--- src/rtl/btime_rom_loader.sv ---
// btime_rom_loader
//   Splits the linear HPS ROM download into four region-relative write streams
//   (program, tile, sprite, sound) and sequences the game core reset around a load.
//
// Ports
//   clk_sys         system clock (only clock)
//   reset           synchronous active-high reset
//   ioctl_download  high while the HPS transfer is active
//   ioctl_wr        one-cycle byte strobe
//   ioctl_addr      linear byte address
//   ioctl_dout      byte data
//   user_reset      OSD/button reset request (level)
//   dn_addr         region-relative byte address
//   dn_data         byte to write
//   dn_wr           one-cycle write strobe, one cycle after the accepted ioctl_wr
//   dn_cs           one-hot region select, valid with dn_wr
//   core_reset      game core reset, registered; low only in RUN
//   load_done       last load complete with exact size
//   load_err        last load short or overflowed, sticky until the next load
module btime_rom_loader #(
  parameter logic [16:0] R0_END      = 17'h0C000,
  parameter logic [16:0] R1_END      = 17'h12000,
  parameter logic [16:0] R2_END      = 17'h18000,
  parameter logic [16:0] R3_END      = 17'h1A000,
  parameter int unsigned HOLD_CYCLES = 16
) (
  input  logic        clk_sys,
  input  logic        reset,
  input  logic        ioctl_download,
  input  logic        ioctl_wr,
  input  logic [24:0] ioctl_addr,
  input  logic [7:0]  ioctl_dout,
  input  logic        user_reset,
  output logic [16:0] dn_addr,
  output logic [7:0]  dn_data,
  output logic        dn_wr,
  output logic [3:0]  dn_cs,
  output logic        core_reset,
  output logic        load_done,
  output logic        load_err
);

  typedef enum logic [1:0] {StIdle, StLoad, StHold, StRun} state_e;

  localparam logic [17:0] Total = {1'b0, R3_END};

  state_e      state;
  logic [17:0] byte_cnt;
  logic [31:0] hold_cnt;

  // Region decode of the incoming address (strict less-than on each end).
  logic        in_range;
  logic [3:0]  cs_dec;
  logic [16:0] off_dec;

  always_comb begin
    in_range = (ioctl_addr < {8'd0, R3_END});
    cs_dec   = 4'b1000;
    off_dec  = ioctl_addr[16:0] - R2_END;
    if (ioctl_addr[16:0] < R0_END) begin
      cs_dec  = 4'b0001;
      off_dec = ioctl_addr[16:0];
    end else if (ioctl_addr[16:0] < R1_END) begin
      cs_dec  = 4'b0010;
      off_dec = ioctl_addr[16:0] - R0_END;
    end else if (ioctl_addr[16:0] < R2_END) begin
      cs_dec  = 4'b0100;
      off_dec = ioctl_addr[16:0] - R1_END;
    end
  end

  always_ff @(posedge clk_sys) begin
    if (reset) begin
      state      <= StIdle;
      core_reset <= 1'b1;
      dn_wr      <= 1'b0;
      dn_cs      <= 4'b0000;
      dn_addr    <= 17'd0;
      dn_data    <= 8'd0;
      load_done  <= 1'b0;
      load_err   <= 1'b0;
      byte_cnt   <= 18'd0;
      hold_cnt   <= 32'd0;
    end else begin
      dn_wr <= 1'b0;
      unique case (state)
        StIdle: begin
          core_reset <= 1'b1;
          if (ioctl_download) begin
            state     <= StLoad;
            byte_cnt  <= 18'd0;
            load_done <= 1'b0;
            load_err  <= 1'b0;
          end
        end

        StLoad: begin
          core_reset <= 1'b1;
          // A strobe in the cycle the download falls is still accepted.
          if (ioctl_wr) begin
            if (in_range) begin
              dn_wr   <= 1'b1;
              dn_cs   <= cs_dec;
              dn_addr <= off_dec;
              dn_data <= ioctl_dout;
              // Saturate so a runaway load can never wrap back to an exact size.
              if (byte_cnt != '1) begin
                byte_cnt <= byte_cnt + 18'd1;
              end
            end else begin
              load_err <= 1'b1;
            end
          end
          if (!ioctl_download) begin
            state    <= StHold;
            hold_cnt <= HOLD_CYCLES;
          end
        end

        StHold: begin
          core_reset <= 1'b1;
          if (ioctl_download) begin
            state     <= StLoad;
            byte_cnt  <= 18'd0;
            load_done <= 1'b0;
            load_err  <= 1'b0;
          end else if (user_reset) begin
            // One extra count: the first cycle that sees user_reset low then
            // leaves exactly HOLD_CYCLES cycles before release.
            hold_cnt <= HOLD_CYCLES + 32'd1;
          end else if (hold_cnt <= 32'd1) begin
            state      <= StRun;
            core_reset <= 1'b0;
            if (byte_cnt == Total && !load_err) begin
              load_done <= 1'b1;
            end else begin
              load_done <= 1'b0;
              load_err  <= 1'b1;
            end
          end else begin
            hold_cnt <= hold_cnt - 32'd1;
          end
        end

        StRun: begin
          if (ioctl_download) begin
            state      <= StLoad;
            core_reset <= 1'b1;
            byte_cnt   <= 18'd0;
            load_done  <= 1'b0;
            load_err   <= 1'b0;
          end else if (user_reset) begin
            state      <= StHold;
            core_reset <= 1'b1;
            hold_cnt   <= HOLD_CYCLES + 32'd1;
          end else begin
            core_reset <= 1'b0;
          end
        end

        default: begin
          state      <= StIdle;
          core_reset <= 1'b1;
        end
      endcase
    end
  end

endmodule

--- config.mk ---
export PLATFORM = sky130hd
export DESIGN_NAME = btime_rom_loader
export DESIGN_NICKNAME = d
export VERILOG_FILES = /design/src/rtl/btime_rom_loader.sv
export SDC_FILE = /design/constraint.sdc
export NUM_CORES = 1
export LEC_CHECK = 0
export BUFFER_PORTS_ARGS = -buffer_cell sky130_fd_sc_hd__clkbuf_2
export CORE_ASPECT_RATIO = 1.1
export CORE_MARGIN = 3
export CORE_UTILIZATION = 30
export DETAILED_ROUTE_END_ITERATION = 12
export HOLD_SLACK_MARGIN = 0.1
export SYNTH_ARGS = -nofsm -noshare
export SYNTH_HDL_FRONTEND = slang
export SYNTH_SLANG_ARGS = --single-unit
--- constraint.sdc ---
create_clock -name clk_sys -period 2.7 [get_ports clk_sys]
set_input_delay 0.675 -clock clk_sys [delete_from_list [all_inputs] [get_ports clk_sys]]
set_output_delay 0.675 -clock clk_sys [all_outputs]
set_load 0.01 [all_outputs]
==> flow_summary.ini, run 1 <==
[detailed_routing]
drt_wl_total_mm = 10.5
drt_pass1_iterations = 5
viasPerCell = 4.97
ant_nets = 0
drc = 0
avgRoutedWirePerCell_um = 13.4
dr_total_vias = 3894
drt-initial-drc-count = 191

[yosys]
yosys.area.top_type_share_pct = 40.3
synth-edff-count = 0
synth_commonest_cells = dfxtp_1, nand2_1, nor2_1
synth_cell_types = 51
syn_inst = 519
avgSynthCellArea_um2 = 8.14
synth-main-ff-cell = dfxtp_1
ys_ff_latch = 85
synthesis.area_um2 = 4220
yosysWarnings = 0
synthArstFlopShare_pct = 0
synth_top_cell_by_area = dfxtp_1
ys_top_cells_by_area = dfxtp_1, nand2_1, a21oi_1
yosysMostFrequentCell = dfxtp_1
syn_nets = 573
seq_area_frac_synth_pct = 40.3

[critical_path]
regToRegStartpoint = hold_cnt[9]
critPathMaxFanout = 10
critPathLaunchType = register
crit_type = reg2reg
cp-startpoint = hold_cnt[9]
endpoint_kind = register
critPathArrivalTime_ns = 2.77
required_ns = 2.94

[clocking]
cts_buffers = 9
htreeDepth = 3
clock_sinks = 85
post_cts_buffers = 0
cts_tree = done
clk-insertion-delay-late_ns = 0.35
cts_root_buffer = clkbuf_16
path_clk_slew_ns = 0.06
cts_resized = 0
clock_path_buffers = 2
cts_hold_buf = 0

[timing]
finalCriticalPeriod_ns = 2.53
fmaxAchievable_ghz = 0.395
timing.setup.tns_ns = 0
tightest_slew_ns = 0.549
fin_skew_ns = 0.00625
setup_viol = 0
hold_violations = 0
fin_crit_sh_pct = 93.8
final_max_slew_viol_count = 0
rsz0062_at_grt = no
slew_headroom_pct = 63.2

[layout]
drive_gt1_share_pct = 20.2
finalNetCount = 648
syn2layout_area_growth_pct = 22.3
diodes = 0
design_area_um2 = 5170
final_util_pct = 38.3
fill_cells = 1370

[floorplan]
die_area_um2 = 15500
initial_core_util_pct = 31.3
fp.coreArea_um2 = 13500
io-pin-count = 71
fp.dieW_um = 119
num_rows = 44
die-height_um = 130

[power_and_ir_drop]
power.total_mw = 6.17
peakVddDrop_mv = 0.565
p_per_area_nw_per_um2 = 1190
leakage_nw = 2.02

[place]
gp_congestion = 0.847
place_area_um2 = 4860
place.port_buffers = 70
dp_hpwl_mm = 7.75

[grt]
grt_usage_pct = 13.9
antenna_found_initial = 0
grt_first_pass_wirelength_mm = 17.7
overflow = 0
grt_max_degree = 40
grt_pass1_vias = 3703

[hold_path]
min_path_type = reg2reg
hold_start = dn_data[4]

[job]
maxCapViolations = 0

[status]
status = complete, no violations
==> path summary, 6_finish.rpt <==
kind	end	slack (ns)	cells past startpoint
worst max-delay path	hold_cnt[26]	0.17	6
worst max register to register	hold_cnt[26]	0.17	6
worst min-delay path	dn_data[4]	0.45	2
worst min register to register	dn_data[4]	0.45	2
==> power breakdown <==
| part | internal (mW) | leakage (nW) | switching (mW) |
|---|---|---|---|
| Combinational | 1.31 | 1.19 | 1.80 |
| Clock | 0.728 | 0.143 | 0.549 |
| Sequential | 1.51 | 0.687 | 0.278 |
==> registers in the layout, indices dropped and copies added, names as in the netlist <==
signal	flops
hold_cnt	32
byte_cnt	18
dn_addr	17
dn_data	8
dn_cs	4
state	2
core_reset	1
dn_wr	1
load_done	1
load_err	1
==> through the flow <==
step / setup WS (ns) / std cells / hold slack (ns)
after floorplan: 0.138 / 519 / 0.446
after global placement: 0.169 / 767 / 0.442
after detailed placement: 0.0520 / 767 / 0.449
after CTS: 0.114 / 783 / 0.458
after global routing: 0.0157 / 783 / 0.474
final: 0.167 / 783 / 0.455
==> worst max-delay path: stages, from the launching register on <==
cell	delay, ns
dfxtp_1	0.35
or4_1	0.55
or4_1	0.54
a311oi_4	0.55
nand4b_1	0.20
xor2_1	0.18
nor2_1	0.06
==> kinds of logic (layout without fill, tap and decap cells) <==
kind of cell | after synthesis | in the layout | synth area share (%)
AOI/OAI and AO/OA | 109 | 109 | 16.4
and+or+nand+nor | 230 | 230 | 27.4
xor gates and xnor gates | 34 | 34 | 7.05
adders and majority gates | 16 | 16 | 4.74
DFF | 85 | 85 | 40.3
buffers and inverters | 45 | 125 | 4.09
==> cell usage in the layout, fill, tap and decap left out, types with 5 or more instances in the layout <==
| cell type | n |
|---|---|
| dfxtp_1 | 85 |
| nand2_1 | 73 |
| clkbuf_2 | 70 |
| nor2_1 | 61 |
| a21oi_1 | 48 |
| xor2_1 | 27 |
| buf_4 | 21 |
| inv_1 | 18 |
| ha_1 | 16 |
| nor3_1 | 14 |
| o21ai_0 | 14 |
| nand3_1 | 14 |
| o211ai_1 | 14 |
| or4_1 | 13 |
| nor4_1 | 10 |
| clkbuf_16 | 9 |
| xnor2_1 | 7 |
| nand4_1 | 6 |
| nor2b_1 | 5 |
==> final cells by class <==
class / instances / area [um^2] / area share [%]
multi-input combinational: 389 / 2350 / 45.6
sequential: 85 / 1700 / 32.9
timing repair buffer: 91 / 508 / 9.83
tap: 184 / 230 / 4.46
clock buffer: 9 / 225 / 4.36
clock inverter: 7 / 80.1 / 1.55
inverter: 18 / 67.6 / 1.31
==> metal layers <==
metal | share of wire, % | track usage, % | vias up
met1 | 45 | 16.9 | 1838
met3 | 5.2 | 4.00 | 10
li1 | - | - | 1968
met2 | 49 | 23.2 | 78
met5 | 0 | 0 | -
met4 | 1.6 | 5.52 | 0
(Power assumes the default switching activity.)
==> run 2: changes to the inputs <==
BUFFER_PORTS_ARGS = not set   (was -buffer_cell sky130_fd_sc_hd__clkbuf_2)
DONT_BUFFER_PORTS = 1   (was not set)
==> flow_summary.ini, run 2 (synthesis results as in run 1) <==
[clocking]
clk-insertion-delay-late_ns = 0.34
post_cts_buffers = 0
clock_sinks = 85
clock_path_buffers = 2
htreeDepth = 3
cts_tree = done
cts_root_buffer = clkbuf_16
cts_buffers = 9
cts_resized = 0
path_clk_slew_ns = 0.06
cts_hold_buf = 0

[critical_path]
crit_family = simple AND/OR/NAND/NOR gates
critPathArrivalTime_ns = 2.74
path_buf_inv = 0
endpoint_kind = register
rr_worst_depth = 6
critPathMaxFanout = 10
crit_slowest_cell = or4_2
critPathLaunchType = register
worst-r2r-setup-slack_ns = 0.19
rr_endpoint = hold_cnt[29]
critPathMaxStageDelay_ns = 0.60
crit_type = reg2reg
crit_chain = or4_1, or4_2, a311oi_4, nand4b_1, xor2_1, nor2_1
required_ns = 2.93
regToRegStartpoint = hold_cnt[18]

[place]
preCtsSetupSlack_ns = 0.207
gp_congestion = 0.830
place.port_buffers = 0
dp_hpwl_mm = 7.45

[power_and_ir_drop]
seqPwrFrac_pct = 30.0
power_switching_mw = 2.53
clockPowerShare_pct = 20.9
leakage_nw = 1.70
p_per_area_nw_per_um2 = 1250
peakVddDrop_mv = 0.610
power.total_mw = 5.96
comb_power_share_pct = 49.1
switching_share_pct = 42.5
internal-power_mw = 3.43

[timing]
slew_headroom_pct = 57.4
hold_violations = 0
timing.hold.ws_ns = 0.407
tightest_slew_ns = 0.633
fmaxAchievable_ghz = 0.399
final_max_slew_viol_count = 0
fin_crit_sh_pct = 92.9
setup_viol = 0
timing.setup.tns_ns = 0
timing.final.ws_setup_ns = 0.193
rsz0062_at_grt = no
fin_skew_ns = 0.00664
finalCriticalPeriod_ns = 2.51

[detailed_routing]
drt_wl_total_mm = 10.1
drt-initial-drc-count = 159
drc = 0
dr_total_vias = 3665
viasPerCell = 5.17
avgRoutedWirePerCell_um = 14.2
ant_nets = 0
drt_pass1_iterations = 4

[grt]
overflow = 0
grtUsageMet3_pct = 3.62
grt_use_met2_pct = 22.4
grt_use_met1_pct = 15.7
grt_first_pass_wirelength_mm = 16.7
grt_pass1_vias = 3499
grt_max_degree = 44
antenna_found_initial = 0
grt_usage_pct = 13.1
top_usage_layer = met2

[floorplan]
num_rows = 44
initial_core_util_pct = 31.3
die_area_um2 = 15500
die-height_um = 130
fp.coreArea_um2 = 13500
io-pin-count = 71
fp.dieW_um = 119

[hold_path]
hold_end = hold_cnt[4]
hold_start = reset
holdPathStages = 1
min_path_type = in2reg

[layout]
largest_reg_flops = 32
top_register = hold_cnt
diodes = 0
finalNetCount = 574
final_cell_mix = dfxtp_1, nand2_1, nor2_1
syn2layout_area_growth_pct = 13.1
drive_gt1_share_pct = 8.76
final_common_cell = dfxtp_1
top_regs = hold_cnt: 32 flops, byte_cnt: 18 flops, dn_addr: 17 flops

[status]
status = complete, no violations

[job]
maxCapViolations = 0
-- run 2: changes by cell type in the layout (fill, tap and decap cells not counted) --
| cell | previous run | this run |
|---|---|---|
| clkbuf_2 | 70 | 0 |
| buf_4 | 21 | 17 |
| clkinv_2 | 0 | 3 |
| clkinvlp_4 | 2 | 0 |
| inv_6 | 3 | 1 |
| a21boi_0 | 0 | 1 |
| a21boi_1 | 1 | 0 |
| inv_8 | 0 | 1 |
| nor2b_1 | 5 | 6 |
| nor2b_2 | 1 | 0 |
-- run 2: stage by stage --
stage               std cells  util (%)  cell area [um^2]
floorplan                 519         -              4220
global placement          693      33.2              4480
detailed placement        693      33.2              4480
CTS                       709      35.4              4780
global route              709      35.4              4780
finish                    709      35.4              4780
-- run 2: final cells by class --
cell class | count | area, um^2
Tap cell | 184 | 230
Fill cell | 1405 | 8710
Inverter | 18 | 67.6
Multi-Input combinational cell | 389 | 2350
Timing Repair Buffer | 17 | 128
Sequential cell | 85 | 1700
Clock inverter | 7 | 73.8
Clock buffer | 9 | 225
-- run 2: worst max-delay path by stage --
stage                    from            to  slack (ns)  depth (start not counted)
2_1_floorplan        state[0]  hold_cnt[10]        0.14                          9
3_3_place_gp         state[1]  hold_cnt[10]        0.26                          9
3_5_place_dp   ioctl_addr[15]  byte_cnt[14]        0.21                          7
4_1_cts              state[1]  hold_cnt[10]        0.23                          9
5_1_grt              state[1]   hold_cnt[5]        0.02                          8
6_report         hold_cnt[18]  hold_cnt[29]        0.19                          6
-- run 2: power by group through the flow --
stage / logic, mW / registers (mW) / clock network (mW)
final: 2.93 / 1.79 / 1.24
after global routing: 3.26 / 1.83 / 1.33
after CTS: 2.93 / 1.78 / 1.28
after detailed placement: 2.91 / 1.81 / 0
after global placement: 2.87 / 1.79 / 0
after floorplan: 2.22 / 1.74 / 0
-- run 2: routing by layer --
metal	vias up	wire length, um
met4	0	193
met5	-	0
met1	1742	4370
met2	81	4860
met3	12	640
li1	1830	-
==> run 3: changes to the inputs <==
RECOVER_POWER = 100   (was not set)
==> flow_summary.ini, run 3 (synthesis results as in run 1) <==
[timing]
fin_crit_sh_pct = 93.7
timing.hold.ws_ns = 0.408
setup_viol = 0
slew_headroom_pct = 41.6
hold_violations = 0
rsz0062_at_grt = no
final_max_slew_viol_count = 0
fmaxAchievable_ghz = 0.395
timing.setup.tns_ns = 0
fin_skew_ns = 0.00751
tightest_slew_ns = 0.867
finalCriticalPeriod_ns = 2.53

[job]
maxCapViolations = 0

[clocking]
path_clk_slew_ns = 0.06
cts_resized = 0
clk-insertion-delay-late_ns = 0.34
htreeDepth = 3
clock_sinks = 85
cts_root_buffer = clkbuf_16
post_cts_buffers = 0
cts_hold_buf = 0
clock_path_buffers = 2
cts_buffers = 9
cts_tree = done

[critical_path]
crit_chain = or4_4, nor4_2, and4b_1, clkbuf_2, nand4b_1, xor2_1, nor2_1
crit_family = simple AND/OR/NAND/NOR gates
crit_slowest_cell = or4_4
endpoint_kind = register
critPathArrivalTime_ns = 2.76
required_ns = 2.93
regToRegStartpoint = hold_cnt[2]
critPathMaxStageDelay_ns = 0.59
crit_type = reg2reg
cp-startpoint = hold_cnt[2]
path_buf_inv = 1
critPathLaunchType = register
critPathMaxFanout = 9

[layout]
fill_cells = 1411
diodes = 0
instances_no_fill = 709
top_regs = hold_cnt: 32 flops, byte_cnt: 18 flops, dn_addr: 17 flops
drive_gt1_share_pct = 8.19
syn2layout_area_growth_pct = 12.4
final_common_cell = dfxtp_1
final_util_pct = 35.2
top_register = hold_cnt
finalNetCount = 574
largest_reg_flops = 32
final_cell_mix = dfxtp_1, nand2_1, nor2_1

[power_and_ir_drop]
switching_share_pct = 42.6
peakVddDrop_mv = 0.614
comb_power_share_pct = 49.0
clockPowerShare_pct = 21.0
power_switching_mw = 2.52
p_per_area_nw_per_um2 = 1250
leakage_nw = 1.69
power.total_mw = 5.92
internal-power_mw = 3.40
seqPwrFrac_pct = 30.0

[floorplan]
initial_core_util_pct = 31.3
die_area_um2 = 15500
io-pin-count = 71
die-height_um = 130
fp.coreArea_um2 = 13500
fp.dieW_um = 119
num_rows = 44

[detailed_routing]
drc = 0
dr_total_vias = 3659
ant_nets = 0
drt_pass1_iterations = 5
viasPerCell = 5.16
drt_wl_total_mm = 10.0
avgRoutedWirePerCell_um = 14.2
drt-initial-drc-count = 169

[grt]
grt_first_pass_wirelength_mm = 16.7
overflow = 0
grt_max_degree = 44
grt_pass1_vias = 3499
antenna_found_initial = 0
grt_usage_pct = 13.1

[hold_path]
min_path_type = in2reg
hold_start = reset

[place]
place.port_buffers = 0
dp_hpwl_mm = 7.45
gp_congestion = 0.830
dp.cells = 693

[status]
status = complete, no violations
## run 3: through the flow
| step | cell area (um^2) | worst slack [ns] |
|---|---|---|
| 2_1_floorplan | 4220 | 0.138 |
| 3_3_place_gp | 4480 | 0.263 |
| 3_5_place_dp | 4480 | 0.207 |
| 4_1_cts | 4780 | 0.225 |
| 5_1_grt | 4750 | 0.0118 |
| 6_report | 4750 | 0.171 |
## run 3: final cells by class
type	instances	area, um^2	share of cell area, %
Tap cell	184	230	4.85
Multi-Input combinational cell	389	2340	49.3
Timing Repair Buffer	17	110	2.32
Inverter	18	67.6	1.42
Clock inverter	7	73.8	1.55
Sequential cell	85	1700	35.8
Clock buffer	9	225	4.74
## run 3: layer usage
metal,track usage (%),vias to the layer above,share of wire (%)
met4,5.39,0,1.9
met5,0,-,0
met3,3.62,12,6.0
li1,-,1829,-
met2,22.4,91,48
met1,15.7,1727,44
## run 3: worst paths after layout
path | end | slack (ns) | depth (start not counted)
setup reg to reg | hold_cnt[29] | 0.17 | 7
setup / recovery | hold_cnt[29] | 0.17 | 7
hold reg to reg | hold_cnt[12] | 0.49 | 2
hold / removal | hold_cnt[4] | 0.41 | 1
## run 3: power groups by stage
stage,Combinational (mW),Clock [mW],Sequential (mW)
6_report,2.90,1.24,1.78
5_1_grt,3.23,1.33,1.82
4_1_cts,2.93,1.28,1.78
3_5_place_dp,2.91,0,1.81
3_3_place_gp,2.87,0,1.79
2_1_floorplan,2.22,0,1.74
